File: src/rtl/fifo_rd_arbiter_pkg.sv
// fifo_rd_arbiter_pkg: shared FSM encoding, burst-length limits and index helper for the read arbiter
//  MAX_LEN : longest burst any requester may ask for
//  IDX_W   : width of the burst word counter / rd_idx
package fifo_rd_arbiter_pkg;
  localparam int MAX_LEN = 15;
  localparam int IDX_W = $clog2(MAX_LEN + 1);
  typedef enum logic [1:0] {IDLE, BURST, LAST} state_t;
  function automatic logic [IDX_W-1:0] last_idx(input int len);
    return IDX_W'(len - 1);
  endfunction
endpackage

File: src/rtl/fifo_rd_arbiter_if.sv
// fifo_rd_arbiter_if: requester, FIFO and result signals of the read arbiter
//  master: drives req0/req1/clr_ovf, fifo_level, fifo_rdata; observes the rest
//  slave : the arbiter side (fifo_rd, rd_data, rd_valid0/1, rd_idx, done0/1, busy, ovf0/1)
interface fifo_rd_arbiter_if #(parameter int DW = 32, parameter int LVLW = 9);
  logic req0;
  logic req1;
  logic clr_ovf;
  logic [LVLW-1:0] fifo_level;
  logic fifo_rd;
  logic [DW-1:0] fifo_rdata;
  logic [DW-1:0] rd_data;
  logic rd_valid0;
  logic rd_valid1;
  logic [fifo_rd_arbiter_pkg::IDX_W-1:0] rd_idx;
  logic done0;
  logic done1;
  logic busy;
  logic ovf0;
  logic ovf1;
  modport master (
    output req0, req1, clr_ovf, fifo_level, fifo_rdata,
    input  fifo_rd, rd_data, rd_valid0, rd_valid1, rd_idx, done0, done1, busy, ovf0, ovf1
  );
  modport slave (
    input  req0, req1, clr_ovf, fifo_level, fifo_rdata,
    output fifo_rd, rd_data, rd_valid0, rd_valid1, rd_idx, done0, done1, busy, ovf0, ovf1
  );
endinterface

File: src/rtl/fifo_rd_arbiter_req_latch.sv
// fifo_rd_arbiter_req_latch: per-requester pending bit and sticky overflow flag
//  req in 1-cycle request pulse; grant in winner-select cycle; clr_ovf in clears ovf
//  pend out request waiting for a grant; ovf out sticky, a pulse arrived while already pending
module fifo_rd_arbiter_req_latch (
  input  logic clk,
  input  logic rst_n,
  input  logic req,
  input  logic grant,
  input  logic clr_ovf,
  output logic pend,
  output logic ovf
);
  always_ff @(posedge clk or negedge rst_n) begin
    if (!rst_n) begin
      pend <= 1'b0;
      ovf <= 1'b0;
    end else begin
      pend <= grant ? req : pend | req;
      // a fresh overflow wins over a simultaneous clear
      ovf <= (req & pend & ~grant) | (ovf & ~clr_ovf);
    end
  end
endmodule

File: src/rtl/fifo_rd_arbiter.sv
// fifo_rd_arbiter: shares one no-show-ahead FIFO read port between two burst requesters
//  clk, rst_n : clock, asynchronous active-low reset
//  bus.slave  : req0/req1/clr_ovf/fifo_level/fifo_rdata in;
//               fifo_rd/rd_data/rd_valid0/1/rd_idx/done0/1/busy/ovf0/1 out
module fifo_rd_arbiter import fifo_rd_arbiter_pkg::*; #(
  parameter int DW = 32,
  parameter int LEN0 = 3,
  parameter int LEN1 = 1,
  parameter int LVLW = 9,
  parameter bit RR = 1'b1
) (
  input logic clk,
  input logic rst_n,
  fifo_rd_arbiter_if.slave bus
);
  state_t state;
  logic gnt;
  logic last_grant;
  logic rd_q;
  logic [IDX_W-1:0] cnt;
  logic [IDX_W-1:0] idx_q;
  logic [IDX_W-1:0] last_cnt;
  logic pend0;
  logic pend1;
  logic el0;
  logic el1;
  logic win;
  logic go;
  // a requester only qualifies once the FIFO already holds its whole burst
  assign el0 = pend0 && (bus.fifo_level >= LVLW'(LEN0));
  assign el1 = pend1 && (bus.fifo_level >= LVLW'(LEN1));
  // round-robin only matters on a tie; a lone eligible requester is never blocked
  assign win = RR ? ((el0 && el1) ? ~last_grant : el1) : ~el0;
  assign go = (state == IDLE) && (el0 || el1);
  assign last_cnt = gnt ? last_idx(LEN1) : last_idx(LEN0);
  fifo_rd_arbiter_req_latch u_lat0 (
    .clk(clk), .rst_n(rst_n), .req(bus.req0), .grant(go && !win),
    .clr_ovf(bus.clr_ovf), .pend(pend0), .ovf(bus.ovf0)
  );
  fifo_rd_arbiter_req_latch u_lat1 (
    .clk(clk), .rst_n(rst_n), .req(bus.req1), .grant(go && win),
    .clr_ovf(bus.clr_ovf), .pend(pend1), .ovf(bus.ovf1)
  );
  always_ff @(posedge clk or negedge rst_n) begin
    if (!rst_n) begin
      state <= IDLE;
      gnt <= 1'b0;
      last_grant <= 1'b1;
      cnt <= '0;
      idx_q <= '0;
      rd_q <= 1'b0;
      bus.fifo_rd <= 1'b0;
      bus.busy <= 1'b0;
      bus.done0 <= 1'b0;
      bus.done1 <= 1'b0;
    end else begin
      rd_q <= bus.fifo_rd;
      idx_q <= cnt;
      bus.done0 <= 1'b0;
      bus.done1 <= 1'b0;
      case (state)
        IDLE: if (go) begin
          gnt <= win;
          last_grant <= win;
          bus.busy <= 1'b1;
          bus.fifo_rd <= 1'b1;
          cnt <= '0;
          state <= BURST;
        end
        BURST: if (cnt == last_cnt) begin
          // done is registered here so it lines up with the final data word
          bus.fifo_rd <= 1'b0;
          bus.done0 <= ~gnt;
          bus.done1 <= gnt;
          state <= LAST;
        end else begin
          cnt <= cnt + 1'b1;
        end
        LAST: begin
          bus.busy <= 1'b0;
          state <= IDLE;
        end
        default: state <= IDLE;
      endcase
    end
  end
  assign bus.rd_data = DW'(bus.fifo_rdata);
  assign bus.rd_valid0 = rd_q & ~gnt;
  assign bus.rd_valid1 = rd_q & gnt;
  assign bus.rd_idx = idx_q;
endmodule

File: src/flat_wrapper.sv
// flat-port wrapper written by rule: the top's interface ports become plain ports
module fifo_rd_arbiter_flat import fifo_rd_arbiter_pkg::*;
#(
  parameter int DW = 32,
  parameter int LEN0 = 3,
  parameter int LEN1 = 1,
  parameter int LVLW = 9,
  parameter bit RR = 1'b1
)
  (clk, rst_n, bus_req0, bus_req1, bus_clr_ovf, bus_fifo_level, bus_fifo_rdata, bus_fifo_rd, bus_rd_data, bus_rd_valid0, bus_rd_valid1, bus_rd_idx, bus_done0, bus_done1, bus_busy, bus_ovf0, bus_ovf1);
  fifo_rd_arbiter_if #(.DW(DW), .LVLW(LVLW)) bus_i ();
  input logic clk;
  input logic rst_n;
  input wire logic [$bits(bus_i.req0)-1:0] bus_req0;
  input wire logic [$bits(bus_i.req1)-1:0] bus_req1;
  input wire logic [$bits(bus_i.clr_ovf)-1:0] bus_clr_ovf;
  input wire logic [$bits(bus_i.fifo_level)-1:0] bus_fifo_level;
  input wire logic [$bits(bus_i.fifo_rdata)-1:0] bus_fifo_rdata;
  output wire logic [$bits(bus_i.fifo_rd)-1:0] bus_fifo_rd;
  output wire logic [$bits(bus_i.rd_data)-1:0] bus_rd_data;
  output wire logic [$bits(bus_i.rd_valid0)-1:0] bus_rd_valid0;
  output wire logic [$bits(bus_i.rd_valid1)-1:0] bus_rd_valid1;
  output wire logic [$bits(bus_i.rd_idx)-1:0] bus_rd_idx;
  output wire logic [$bits(bus_i.done0)-1:0] bus_done0;
  output wire logic [$bits(bus_i.done1)-1:0] bus_done1;
  output wire logic [$bits(bus_i.busy)-1:0] bus_busy;
  output wire logic [$bits(bus_i.ovf0)-1:0] bus_ovf0;
  output wire logic [$bits(bus_i.ovf1)-1:0] bus_ovf1;
  assign bus_i.req0 = bus_req0;
  assign bus_i.req1 = bus_req1;
  assign bus_i.clr_ovf = bus_clr_ovf;
  assign bus_i.fifo_level = bus_fifo_level;
  assign bus_i.fifo_rdata = bus_fifo_rdata;
  assign bus_fifo_rd = bus_i.fifo_rd;
  assign bus_rd_data = bus_i.rd_data;
  assign bus_rd_valid0 = bus_i.rd_valid0;
  assign bus_rd_valid1 = bus_i.rd_valid1;
  assign bus_rd_idx = bus_i.rd_idx;
  assign bus_done0 = bus_i.done0;
  assign bus_done1 = bus_i.done1;
  assign bus_busy = bus_i.busy;
  assign bus_ovf0 = bus_i.ovf0;
  assign bus_ovf1 = bus_i.ovf1;
  fifo_rd_arbiter #(.DW(DW), .LEN0(LEN0), .LEN1(LEN1), .LVLW(LVLW), .RR(RR)) u_core (.clk(clk), .rst_n(rst_n), .bus(bus_i));
endmodule
File: config.mk
export PLATFORM = sky130hd
export DESIGN_NAME = fifo_rd_arbiter_flat
export DESIGN_NICKNAME = d
export VERILOG_FILES = /design/src/rtl/fifo_rd_arbiter_pkg.sv /design/src/rtl/fifo_rd_arbiter_if.sv /design/src/rtl/fifo_rd_arbiter_req_latch.sv /design/src/rtl/fifo_rd_arbiter.sv /design/src/flat_wrapper.sv
export SDC_FILE = /design/constraint.sdc
export NUM_CORES = 1
export LEC_CHECK = 0
export BUFFER_PORTS_ARGS = -buffer_cell sky130_fd_sc_hd__buf_2
export CAP_MARGIN = 15
export CORE_AREA = 2 2 55 57
export DETAILED_ROUTE_END_ITERATION = 12
export DIE_AREA = 0 0 57 59
export GPL_ROUTABILITY_DRIVEN = 0
export PLACE_DENSITY = 0.82
export SETUP_SLACK_MARGIN = 0.1
export SLEW_MARGIN = 10
export SYNTH_ARGS = -nofsm -noshare
export SYNTH_HDL_FRONTEND = slang
export SYNTH_HIERARCHICAL = 1
export SYNTH_SLANG_ARGS = --single-unit
export TNS_END_PERCENT = 100
File: constraint.sdc
create_clock -name clk -period 4.1 [get_ports clk]
set_input_delay 0.205 -clock clk [delete_from_list [all_inputs] [get_ports clk]]
set_output_delay 0.205 -clock clk [all_outputs]
set_load 0.05 [all_outputs]
==> flow_summary.ini <==
[layout]
fin_area_sq_um = 1090
nets = 153
mostFrequentLayoutCells = 25 x buf_2, 20 x dfrtp_1, 8 x inv_1
n_fill_cell = 281
post_route_cells_drive_above_1_share_pct = 34.3
fin_cells = 136
syn_to_final_growth_pct = -3.55
layout_commonest_cell = buf_2
diodes = 0
postLayoutCoreUtil_pct = 40.1

[pwr]
combPwrFrac_pct = 50.6
p_switching_mw = 0.440
pwr_density_cell_nw_per_um2 = 849
seq_power_share_pct = 39.0
power_leakage_nw = 0.529
switching_share_pct = 47.7
ir_drop_mv = 0.503
power_mw = 0.923
p_int_mw = 0.483
clkPwrFrac_pct = 10.4

[grt]
grt_pass1_wl_mm = 3.24
overflow = 0
antenna_found_initial = 0
grt_start_max_net_pins = 22
first_global_vias = 731
globalRouteTotalUtil_pct = 12.5

[sta]
finalCritPeriodShare_pct = 45.0
skew_ns = 0.00860
grt_setup_unrepaired = false
fin_crit_ns = 1.85
fin_hold_ws_ns = 0.0962
drv_slew = 0
finalHoldViolations = 0
worst_pin_slew_ns = 0.476
fmax_ghz = 0.542
worst_slack_ns = 2.25
finalSetupViolCount = 0
setup_tns_ns = 0
maxSlewHeadroom_pct = 67.9

[die]
die-area_sq_um = 3360
die_h_um = 59
ios = 90
core_region_area_sq_um = 2710
initial_core_util_pct = 41.6
die_w_um = 57
rows = 19

[logic_synthesis]
syn-num-nets = 154
yosysSeqAreaShare_pct = 46.7
netlist_area_sq_um = 1130
ys_types = 31
synthCells = 107
yosysWarnings = 6
synth_seq_cells = 21
syn_avg_cell_area_sq_um = 10.5

[critical_path]
rr_startpoint = u_core/cnt[0]$_DFFE_PN0P_
worstPathRequired_ns = 4.30
worstSetupEndpointType = register
crit_start = u_core/cnt[0]$_DFFE_PN0P_
startpoint_type = register
worst_ep_arrival_time_ns = 2.05
cp_max_fo = 6
crit_type = reg2reg

[placement]
place_hpwl_mm = 1.58
io_buffer_count = 25
placed_cells = 131
place_ws_ns = 2.13
dpl-instance-area_sq_um = 1050

[flow_run]
cap_violations = 0

[routing]
postRouteWirelength_mm = 1.98
drtPass1Iterations = 4
vias = 739
wl_met3_um = 222
drc = 0
ant_nets = 0
wl_met1_um = 728
viasPerCell = 5.43
drt-wirelength-per-cell_um = 14.6
dr_wl_met2_um = 928
top_layer_used = met4
drt_iter0_markers = 12

[worst_hold_path]
min_from = bus_req1
min_path_type = in2reg

[clock_tree]
post_cts_buffers = 0
clockRootBuffer = clkbuf_4
clkSlewWorstSetupHoldPaths_ns = 0.11
cts_sinks = 21
tritoncts = built
clock_path_buffers = 2
numCtsBuffers = 3
htree_num_levels = 1
clkLatencyLatePin_ns = 0.30

[run_status]
status = finished, final reports clean
==> cell families (layout without fill, tap and decap cells) <==
group	after synthesis	in the layout	synth area share, %
AOI/OAI and AO/OA	19	19	14.0
buffers and inverters	40	38	24.0
adders and majority gates	2	2	2.00
DFF	21	21	46.7
and+or+nand+nor	22	22	11.0
xor gates and xnor gates	3	3	2.33
==> power groups by stage <==
stage / Clock (mW) / Combinational [mW] / Sequential (mW)
after floorplan: 0 / 0.325 / 0.478
after global placement: 0 / 0.454 / 0.358
after detailed placement: 0 / 0.469 / 0.364
after CTS: 0.0990 / 0.470 / 0.360
after global routing: 0.112 / 0.504 / 0.374
final: 0.0956 / 0.468 / 0.360
==> Yosys cell counts, drive strengths merged <==
master	n	area (sq um)
a21oi	3	15.0
a2bb2oi	1	8.76
nor3	3	20.0
nand4	1	6.26
or4	1	11.3
maj3	1	10.0
inv	8	30.0
or3	3	18.8
a32o	2	20.0
o311a	1	10.0
a21o	5	40.0
o22ai	1	6.26
and2	3	18.8
ha	1	12.5
o41ai	1	8.76
buf	32	240
a31oi	1	6.26
o211ai	1	7.51
xor2	2	17.5
dfstp	1	26.3
nor2	6	22.5
o21ba	1	10.0
o32ai	1	8.76
o311ai	1	16.3
or2	1	6.26
nor2b	2	12.5
xnor2	1	8.76
nand2	2	7.51
dfrtp	20	500
==> area by class of cell <==
type	instances	area (sq um)	area share, %
flip-flops and latches	21	527	48.4
clock buffers	4	26.3	2.42
repair buffers	26	135	12.4
multi-input cells	46	330	30.4
inverters	8	30.0	2.76
well taps	31	38.8	3.57
==> path summary, 6_finish.rpt <==
check / to / slack (ns) / depth (start not counted)
setup / recovery: u_core/bus.fifo_rd$_DFFE_PN0P_ / 2.25 / 4
hold / removal: u_core/u_lat1/pend$_DFF_PN0_ / 0.1 / 2
setup reg to reg: u_core/bus.fifo_rd$_DFFE_PN0P_ / 2.25 / 4
hold reg to reg: u_core/rd_q$_DFF_PN0_ / 0.42 / 0
max in group asynchronous: u_core/last_grant$_DFFE_PN1P_ / 3.39 / 2
min in group asynchronous: u_core/bus.fifo_rd$_DFFE_PN0P_ / 0.38 / 2
==> metal layers <==
layer | track usage, % | vias up
li1 | - | 329
met1 | 12.0 | 339
met2 | 21.5 | 47
met3 | 5.68 | 24
met4 | 8.64 | 0
met5 | 0 | -
==> critical path: stages, from the launching register on <==
cell and delay (ns):
dfrtp_1 0.45, or3_1 0.41, or2_2 0.32, or3_1 0.37, a21o_1 0.20
==> what timing repair did <==
action / CTS / global route
gates resized for setup: 0 / 0
hold buffers: 1 / 0
hold endpoints to repair: 20 / 0
(Power assumes the default switching activity.)
